--- src/rtl/bm_product_accumulate_pkg.sv ---
// Shared definitions for the product-accumulate stage: the state encodings and
// default widths as `define values (the same form the multiplier benches use),
// plus a package that wraps them in typed form.
`ifndef BM_PRODUCT_ACCUMULATE_DEFS
`define BM_PRODUCT_ACCUMULATE_DEFS
`define BM_ST_IDLE   2'd0
`define BM_ST_ACCUM  2'd1
`define BM_ST_HOLD   2'd2
`define BM_BITS      16
`define BM_ACC_BITS  18
`define BM_COUNT     4
`define BM_CNT_BITS  8
`endif

package bm_product_accumulate_pkg;

  typedef enum logic [1:0] {
    ST_IDLE  = `BM_ST_IDLE,
    ST_ACCUM = `BM_ST_ACCUM,
    ST_HOLD  = `BM_ST_HOLD
  } state_t;

  localparam int DEF_BITS     = `BM_BITS;
  localparam int DEF_ACC_BITS = `BM_ACC_BITS;
  localparam int DEF_COUNT    = `BM_COUNT;
  localparam int DEF_CNT_BITS = `BM_CNT_BITS;

endpackage

--- src/rtl/bm_product_accumulate_sat_add.sv ---
// Combinational W-bit unsigned adder that clamps to all-ones on carry out and
// reports that the clamp happened.
module bm_sat_add #(
  parameter int W = 18
) (
  input  logic [W-1:0] a,
  input  logic [W-1:0] b,
  output logic [W-1:0] sum,
  output logic         sat
);

  logic [W:0] full;

  // One extra bit of width exposes the carry that decides saturation.
  always_comb begin
    full = {1'b0, a} + {1'b0, b};
    sat  = full[W];
    sum  = full[W] ? {W{1'b1}} : full[W-1:0];
  end

endmodule

--- src/rtl/bm_product_accumulate.sv ---
// Accumulates COUNT unsigned products into one saturating sum per block and
// presents each sum on a valid/ready output. Products offered while a sum is
// held are back-pressured, never dropped.
module bm_product_accumulate
  import bm_product_accumulate_pkg::*;
#(
  parameter int BITS     = DEF_BITS,
  parameter int ACC_BITS = DEF_ACC_BITS,
  parameter int COUNT    = DEF_COUNT,
  parameter int CNT_BITS = DEF_CNT_BITS
) (
  input  logic                clock,
  input  logic                reset_n,
  input  logic [BITS-1:0]     prod_in,
  input  logic                prod_valid,
  output logic                prod_ready,
  input  logic                clear,
  output logic [ACC_BITS-1:0] sum_out,
  output logic                sum_overflow,
  output logic [CNT_BITS-1:0] sum_count,
  output logic                sum_valid,
  input  logic                sum_ready
);

  localparam logic [CNT_BITS-1:0] COUNT_C = CNT_BITS'(COUNT);
  localparam logic [CNT_BITS-1:0] ONE_C   = CNT_BITS'(1);

  state_t              state;
  logic [ACC_BITS-1:0] acc;
  logic [CNT_BITS-1:0] cnt;
  logic                flag;

  logic [ACC_BITS-1:0] prod_ext;
  logic [ACC_BITS-1:0] add_sum;
  logic                add_sat;
  logic [CNT_BITS-1:0] cnt_next;
  logic                accept;
  logic                flag_next;

  // Ready depends only on state and clear so it never loops back on prod_valid.
  assign prod_ready = ((state == ST_IDLE) || (state == ST_ACCUM)) && !clear;
  assign accept     = prod_valid && prod_ready;
  assign prod_ext   = ACC_BITS'(prod_in);
  assign cnt_next   = cnt + ONE_C;
  assign flag_next  = flag | add_sat;

  bm_sat_add #(.W(ACC_BITS)) u_sat_add (
    .a   (acc),
    .b   (prod_ext),
    .sum (add_sum),
    .sat (add_sat)
  );

  // Block FSM: reset, then clear, then accumulate / hold / hand off.
  // NOTE: reset is sampled only on the clock edge, so it sits inside the
  // posedge-only sensitivity; all state uses <= so every register samples the
  // pre-edge values of its neighbours.
  always_ff @(posedge clock) begin
    if (!reset_n) begin
      state        <= ST_IDLE;
      acc          <= '0;
      cnt          <= '0;
      flag         <= 1'b0;
      sum_out      <= '0;
      sum_overflow <= 1'b0;
      sum_count    <= '0;
      sum_valid    <= 1'b0;
    end else if (clear) begin
      state     <= ST_IDLE;
      acc       <= '0;
      cnt       <= '0;
      flag      <= 1'b0;
      sum_valid <= 1'b0;
    end else begin
      case (state)
        ST_IDLE: begin
          if (accept) begin
            acc  <= prod_ext;
            cnt  <= ONE_C;
            flag <= 1'b0;
            if (COUNT == 1) begin
              state        <= ST_HOLD;
              sum_out      <= prod_ext;
              sum_overflow <= 1'b0;
              sum_count    <= ONE_C;
              sum_valid    <= 1'b1;
            end else begin
              state <= ST_ACCUM;
            end
          end
        end
        ST_ACCUM: begin
          if (accept) begin
            acc  <= add_sum;
            flag <= flag_next;
            cnt  <= cnt_next;
            if (cnt_next == COUNT_C) begin
              state        <= ST_HOLD;
              sum_out      <= add_sum;
              sum_overflow <= flag_next;
              sum_count    <= cnt_next;
              sum_valid    <= 1'b1;
            end
          end
        end
        ST_HOLD: begin
          if (sum_valid && sum_ready) begin
            state     <= ST_IDLE;
            sum_valid <= 1'b0;
            acc       <= '0;
            cnt       <= '0;
          end
        end
        default: begin
          state <= ST_IDLE;
          acc   <= '0;
          cnt   <= '0;
        end
      endcase
    end
  end

endmodule

--- config.mk ---
export PLATFORM = sky130hd
export DESIGN_NAME = bm_product_accumulate
export DESIGN_NICKNAME = d
export VERILOG_FILES = /design/src/rtl/bm_product_accumulate_pkg.sv /design/src/rtl/bm_product_accumulate_sat_add.sv /design/src/rtl/bm_product_accumulate.sv
export SDC_FILE = /design/constraint.sdc
export NUM_CORES = 1
export LEC_CHECK = 0
export BUFFER_PORTS_ARGS = -buffer_cell sky130_fd_sc_hd__buf_2
export CORE_UTILIZATION = 36
export CTS_BUF_LIST = sky130_fd_sc_hd__clkbuf_4 sky130_fd_sc_hd__clkbuf_8
export DETAILED_ROUTE_END_ITERATION = 10
export GPL_TIMING_DRIVEN = 0
export PLACE_DENSITY = 0.59
export SYNTH_ARGS = -nofsm -noshare
export SYNTH_HDL_FRONTEND = slang
export SYNTH_SLANG_ARGS = --single-unit
--- constraint.sdc ---
create_clock -name clock -period 2.8 [get_ports clock]
set_input_delay 0.56 -clock clock [delete_from_list [all_inputs] [get_ports clock]]
set_output_delay 0.56 -clock clock [all_outputs]
set_load 0.05 [all_outputs]
==> results of run 1 <==
-- flip-flops by register name (all words and copies together) (netlist names) --
| register | cells |
|---|---|
| acc | 18 |
| cnt | 8 |
| flag | 1 |
| state | 2 |
| sum_count | 8 |
| sum_out | 18 |
| sum_overflow | 1 |
| sum_valid | 1 |
-- layer usage --
metal	up-vias	wire length, um	track usage, %
met1	1451	4360	26.2
met2	64	4220	35.4
met5	-	0	0
li1	1535	-	-
met3	6	390	5.16
met4	0	69	5.15
-- logic make-up after synthesis --
logic type      share of synthesized area [%]
fa+ha+maj                                7.65
xor+xnor                                 4.10
buf+inv                                  3.16
compound gates                           29.0
mux                                     0.936
flops                                    35.6
simple gates                             19.5
-- cell type report --
cell class | count | area [sq um] | share of cell area [%]
clock buffer | 10 | 138 | 3.59
clock inverter | 5 | 56.3 | 1.47
sequential | 57 | 1140 | 29.8
timing repair buffer | 51 | 260 | 6.80
multi-input combinational | 293 | 2000 | 52.2
tap | 108 | 135 | 3.53
buffer | 20 | 97.6 | 2.55
inverter | 1 | 3.75 | 0.0980
-- metrics by stage --
stage	power [uW]	instances	hold slack [ns]	worst slack, ns
after floorplan	977	371	0.429	0.00390
after global routing	1900	545	0.479	0.0110
final	1820	545	0.463	0.101
after global placement	1040	528	0.441	-0.521
after CTS	1830	543	0.469	0.0383
after detailed placement	1040	528	0.456	-0.535
-- worst min-delay path by stage --
stage                                end  depth (start not counted)                 startpoint  slack (ns)
6_report       sum_count[1]$_SDFFE_PN0P_                          2  sum_count[1]$_SDFFE_PN0P_        0.46
5_1_grt        sum_count[1]$_SDFFE_PN0P_                          2  sum_count[1]$_SDFFE_PN0P_        0.48
4_1_cts        sum_count[1]$_SDFFE_PN0P_                          2  sum_count[1]$_SDFFE_PN0P_        0.47
3_5_place_dp         acc[0]$_SDFFE_PP0P_                          2        acc[0]$_SDFFE_PP0P_        0.46
3_3_place_gp         acc[0]$_SDFFE_PP0P_                          2        acc[0]$_SDFFE_PP0P_        0.44
2_1_floorplan        acc[0]$_SDFFE_PP0P_                          2        acc[0]$_SDFFE_PP0P_        0.43
-- synthesized netlist by cell type (all sizes together) (8+ instances only) --
library cell,count
nand2,30
a21oi,35
clkbuf,14
a22oi,11
ha,18
nor3,13
dfxtp,57
xor2,8
o21ai,37
o221a,11
and3,13
nor2,22
-- tightest hold or removal path: stages, from the launching register on --
cell,delay (ns)
dfxtp_1,0.31
nand2_1,0.04
a21boi_0,0.06
-- repair_timing --
item	4_1_cts	5_1_grt
gates cloned	0	0
buffers inserted	0	2
endpoints found under the setup margin	2	25
resized for setup	2	4
pin swaps	0	1
hold buffers	0	0
-- power groups by stage --
stage	Sequential (uW)	Combinational (uW)	Clock (uW)
after floorplan	839	138	0
after global routing	822	233	840
after detailed placement	840	202	0
final	822	210	783
after global placement	840	201	0
after CTS	821	207	807
==> results.ini, run 1 <==
[power]
switching_share_pct=27.2
cellLeakagePower_uw=0.00167
p_switching_uw=493
power_frac_clock_pct=43.1
power_frac_seq_pct=45.3
p_int_uw=1320
ir_worst_vdd_mv=0.251
combPwrFrac_pct=11.6
powerDensity_mw_per_mm2=474

[global_routing]
gr-total-overflow=0
grt_pass1_vias=2856
grt_pass1_wl_mm=14.4
gr-usage-all-layers_pct=20.8
grt_max_degree=11
antenna_found_initial=0

[clock_tree]
cts_tree=done
htreeDepth=3
cts_root_buffer=clkbuf_8
cts_buffer_depth=2
clkTransAtPathRegs_ns=0.07
numCtsBuffers=9
clock_sinks=57
clkLatencyLatePin_ns=0.34

[die]
core_area_sq_mm=0.00868
io_pins=50
row_count=34
die_area_sq_mm=0.00929
die_width_um=96.4
die-height_um=96.4
start_util_pct=37.0

[detailed_routing]
drtIter0Drc=139
viasPerCell=5.61
wirelength_mm=9.05
vias=3056
drc=0
dr.pass1.iters=4
wl_per_cell_um=16.6
ant_nets=0

[worst_setup_path]
end_kind=register
r2r-end=acc[9]$_SDFFE_PP0P_
worst-path-stages=11
startpoint=prod_in[0]
r2r_slack_ns=0.12
critical_path_buf_inv_count=3
path_cells=buf_2 -> ha_1 -> fa_2 -> a21o_1 -> a221oi_4 -> nor3_2 -> o311a_1 -> buf_6 -> buf_4 -> nor2_1 -> o21ai_0
cp-start-kind=primary input
critPathMaxStageDelay_ns=0.37
critical-path-top-delay-family=compound AO/OA/AOI/OAI gates
critical-path-slowest-cell=fa_2
r2r_start=acc[0]$_SDFFE_PP0P_
r2r_cells=10
crit_end=acc[9]$_SDFFE_PP0P_
critPathMaxFanout=10
arrival_ns=2.91
cp_data_required_time_ns=3.01
path_class=primary input to register

[logic_synthesis]
ys_warn_count=0
syn_area_sq_mm=0.00321
syn_area_per_cell_sq_um=8.64
netlist-cell-type-count=57
yosys.area.top_type=dfxtp_1
synth-main-ff-cell=dfxtp_1
ys_async_sr_fraction_pct=0
netlist_instances=371
synth_edf_count=0
synth_seq_cells=57
synthDominantCellAreaShare_pct=35.6
seq_area_frac_synth_pct=35.6
post_synth_main_area_contributors=dfxtp_1 36%, ha_1 7.0%, o21ai_0 5.8%, a21oi_1 5.5%, nand2_1 3.5%
syn_nets=411

[finish]
final_common_cell=dfxtp_1
n_antenna_cell=0
final_nets=473
finish.utilization_pct=44.1
mostFrequentLayoutCells=57 x dfxtp_1, 52 x buf_2, 37 x o21ai_0
syn2layout_area_growth_pct=19.4
final_area_sq_mm=0.00383
layout-drive-gt1-share_pct=20.6
fill_cells=896

[timing]
final.period_utilization_pct=96.4
finalMaxSlewViolations=0
worstMarginPinSlew_ns=1.05
rsz0062_at_grt=no
clock.fmax_mhz=371
finalSetupViolations=0
setup_tns_ns=0
hold_viol=0
skew_ns=0.0105
slew_headroom_pct=29.3
layout_min_cycle_time_ns=2.70

[placement]
placed_area_sq_mm=0.00359
io_buffer_count=49
dp_hpwl_mm=6.68
routabilityCongestion=0.842

[min_path]
hold_class=register to register

[flow_run]
maxCapViolCount=0

[status]
status=complete, no violations

Power figures use the tool's default switching activity.
==> inputs of run 2 (changes only) <==
--- a/config.mk
+++ b/config.mk
@@ -6,11 +6,13 @@
 export NUM_CORES = 1
 export LEC_CHECK = 0
 export BUFFER_PORTS_ARGS = -buffer_cell sky130_fd_sc_hd__buf_2
+export CAP_MARGIN = 30
 export CORE_UTILIZATION = 36
 export CTS_BUF_LIST = sky130_fd_sc_hd__clkbuf_4 sky130_fd_sc_hd__clkbuf_8
 export DETAILED_ROUTE_END_ITERATION = 10
 export GPL_TIMING_DRIVEN = 0
 export PLACE_DENSITY = 0.59
+export REMOVE_ABC_BUFFERS = 1
 export SYNTH_ARGS = -nofsm -noshare
 export SYNTH_HDL_FRONTEND = slang
 export SYNTH_SLANG_ARGS = --single-unit
==> results.ini, run 2 (synthesis results as in run 1) <==
[status]
status=complete, no violations

[placement]
routabilityCongestion=0.871
io_buffer_count=49
placed_area_sq_mm=0.00352
dp_hpwl_mm=5.89
dp.cells=510

[worst_setup_path]
critical_path_buf_inv_count=1
path_class=primary input to register
critPathMaxFanout=18
path_cells=buf_2 -> ha_1 -> fa_1 -> a21o_1 -> a221oi_4 -> nor3_2 -> o311a_4 -> or3_1 -> a22o_1
cp-start-kind=primary input
cp_data_required_time_ns=3.05
end_kind=register
critPathMaxStageDelay_ns=0.42
critical-path-top-delay-family=compound AO/OA/AOI/OAI gates
critical-path-slowest-cell=o311a_4
arrival_ns=2.98

[global_routing]
gr-total-overflow=0
gr-usage-all-layers_pct=19.5
grt_max_degree=31
grt_pass1_wl_mm=13.6
antenna_found_initial=0
grt_pass1_vias=2740

[timing]
hold_viol=0
finalMaxSlewViolations=0
worstMarginPinSlew_ns=0.857
skew_ns=0.00916
layout_min_cycle_time_ns=2.74
final.period_utilization_pct=97.8
hold_slack_ns=0.460
finalSetupViolations=0
slew_headroom_pct=42.7
rsz0062_at_grt=no
setup_tns_ns=0
clock.fmax_mhz=365

[die]
die_width_um=96.4
row_count=34
core_area_sq_mm=0.00868
start_util_pct=37.0
die-height_um=96.4
die_area_sq_mm=0.00929
io_pins=50

[finish]
final_area_sq_mm=0.00379
final_nets=454
final_common_cell=dfxtp_1
syn2layout_area_growth_pct=18.2
reg_top3=acc x18, sum_out x18
n_antenna_cell=0
instances_no_fill=527
layout-drive-gt1-share_pct=21.2
mostFrequentLayoutCells=56 x dfxtp_1, 49 x buf_2, 36 x o21ai_0

[clock_tree]
clock_sinks=57
cts_root_buffer=clkbuf_8
cts_tree=done
numCtsBuffers=9
htreeDepth=3
cts_buffer_depth=2
clkTransAtPathRegs_ns=0.07
clkLatencyLatePin_ns=0.35
hold_buffers=0

[detailed_routing]
wl_met2_mm=3.91
wl_met3_um=363
drc=0
vias=2945
wl_per_cell_um=16.2
met1Wirelength_mm=4.12
dr.pass1.iters=6
viasPerCell=5.59
wirelength_mm=8.52
dr.max_layer_used=met4
ant_nets=0
drtIter0Drc=110

[min_path]
hold_class=register to register

[power]
cellLeakagePower_uw=0.00165
ir_worst_vdd_mv=0.255
fin_total_pwr_uw=1900
powerDensity_mw_per_mm2=501

[flow_run]
maxCapViolCount=0

-- run 2: changes by cell type in the layout (fill, tap and decap cells not counted), sizes merged --
cell / change
buf: -6
bufinv: +1
clkinvlp: -1
clkbuf: -12
-- run 2: worst paths after layout --
| path | start | end | slack, ns | cells after the start |
|---|---|---|---|---|
| worst max-delay path | prod_in[0] | acc[2]$_SDFFE_PP0P_ | 0.06 | 9 |
| worst min-delay path | sum_count[1]$_SDFFE_PN0P_ | sum_count[1]$_SDFFE_PN0P_ | 0.46 | 2 |
| worst max register to register | acc[0]$_SDFFE_PP0P_ | acc[2]$_SDFFE_PP0P_ | 0.10 | 8 |
| worst min register to register | sum_count[1]$_SDFFE_PN0P_ | sum_count[1]$_SDFFE_PN0P_ | 0.46 | 2 |
-- run 2: layout make-up --
class                      instances  area (sq um)
clock buffer                      11           145
clock inverter                     5          78.8
fill                             905          4890
inverter                           1          5.00
multi-input combinational        293          2000
sequential                        57          1140
tap                              108           135
timing repair buffer              52           288
-- run 2: repair_timing --
item,CTS,global route
setup buffers,0,1
gates cloned,0,0
resized for setup,8,1
setup endpoints to repair,30,9
pin swaps,0,2
-- run 2: routing by layer --
metal	up-vias	global-route usage, %
met3	9	5.01
met1	1378	24.5
met5	-	0
met2	62	33.0
li1	1496	-
met4	0	4.90
-- run 2: where the power goes --
group          leakage, uW  internal (uW)  total [uW]  switching, uW
combinational      0.00107           74.0         199            125
clock             0.000117            534         879            345
sequential        0.000460            817         824           6.29
total              0.00165           1420        1900            476
-- run 2: worst reg2reg max path: stages (launching register included) --
cell and delay (ns):
dfxtp_1 0.31, ha_1 0.22, fa_1 0.41, a21o_1 0.25, a221oi_4 0.34, nor3_2 0.10, o311a_4 0.42, or3_1 0.38
a22o_1 0.17
-- run 2: metrics by stage --
step | worst slack, ns | utilization, %
finish | 0.0616 | 43.7
global route | 0.0000966 | 43.7
CTS | 0.0280 | 43.6
detailed placement | -0.673 | 40.6
global placement | -0.839 | 40.2
floorplan | -0.108 | -
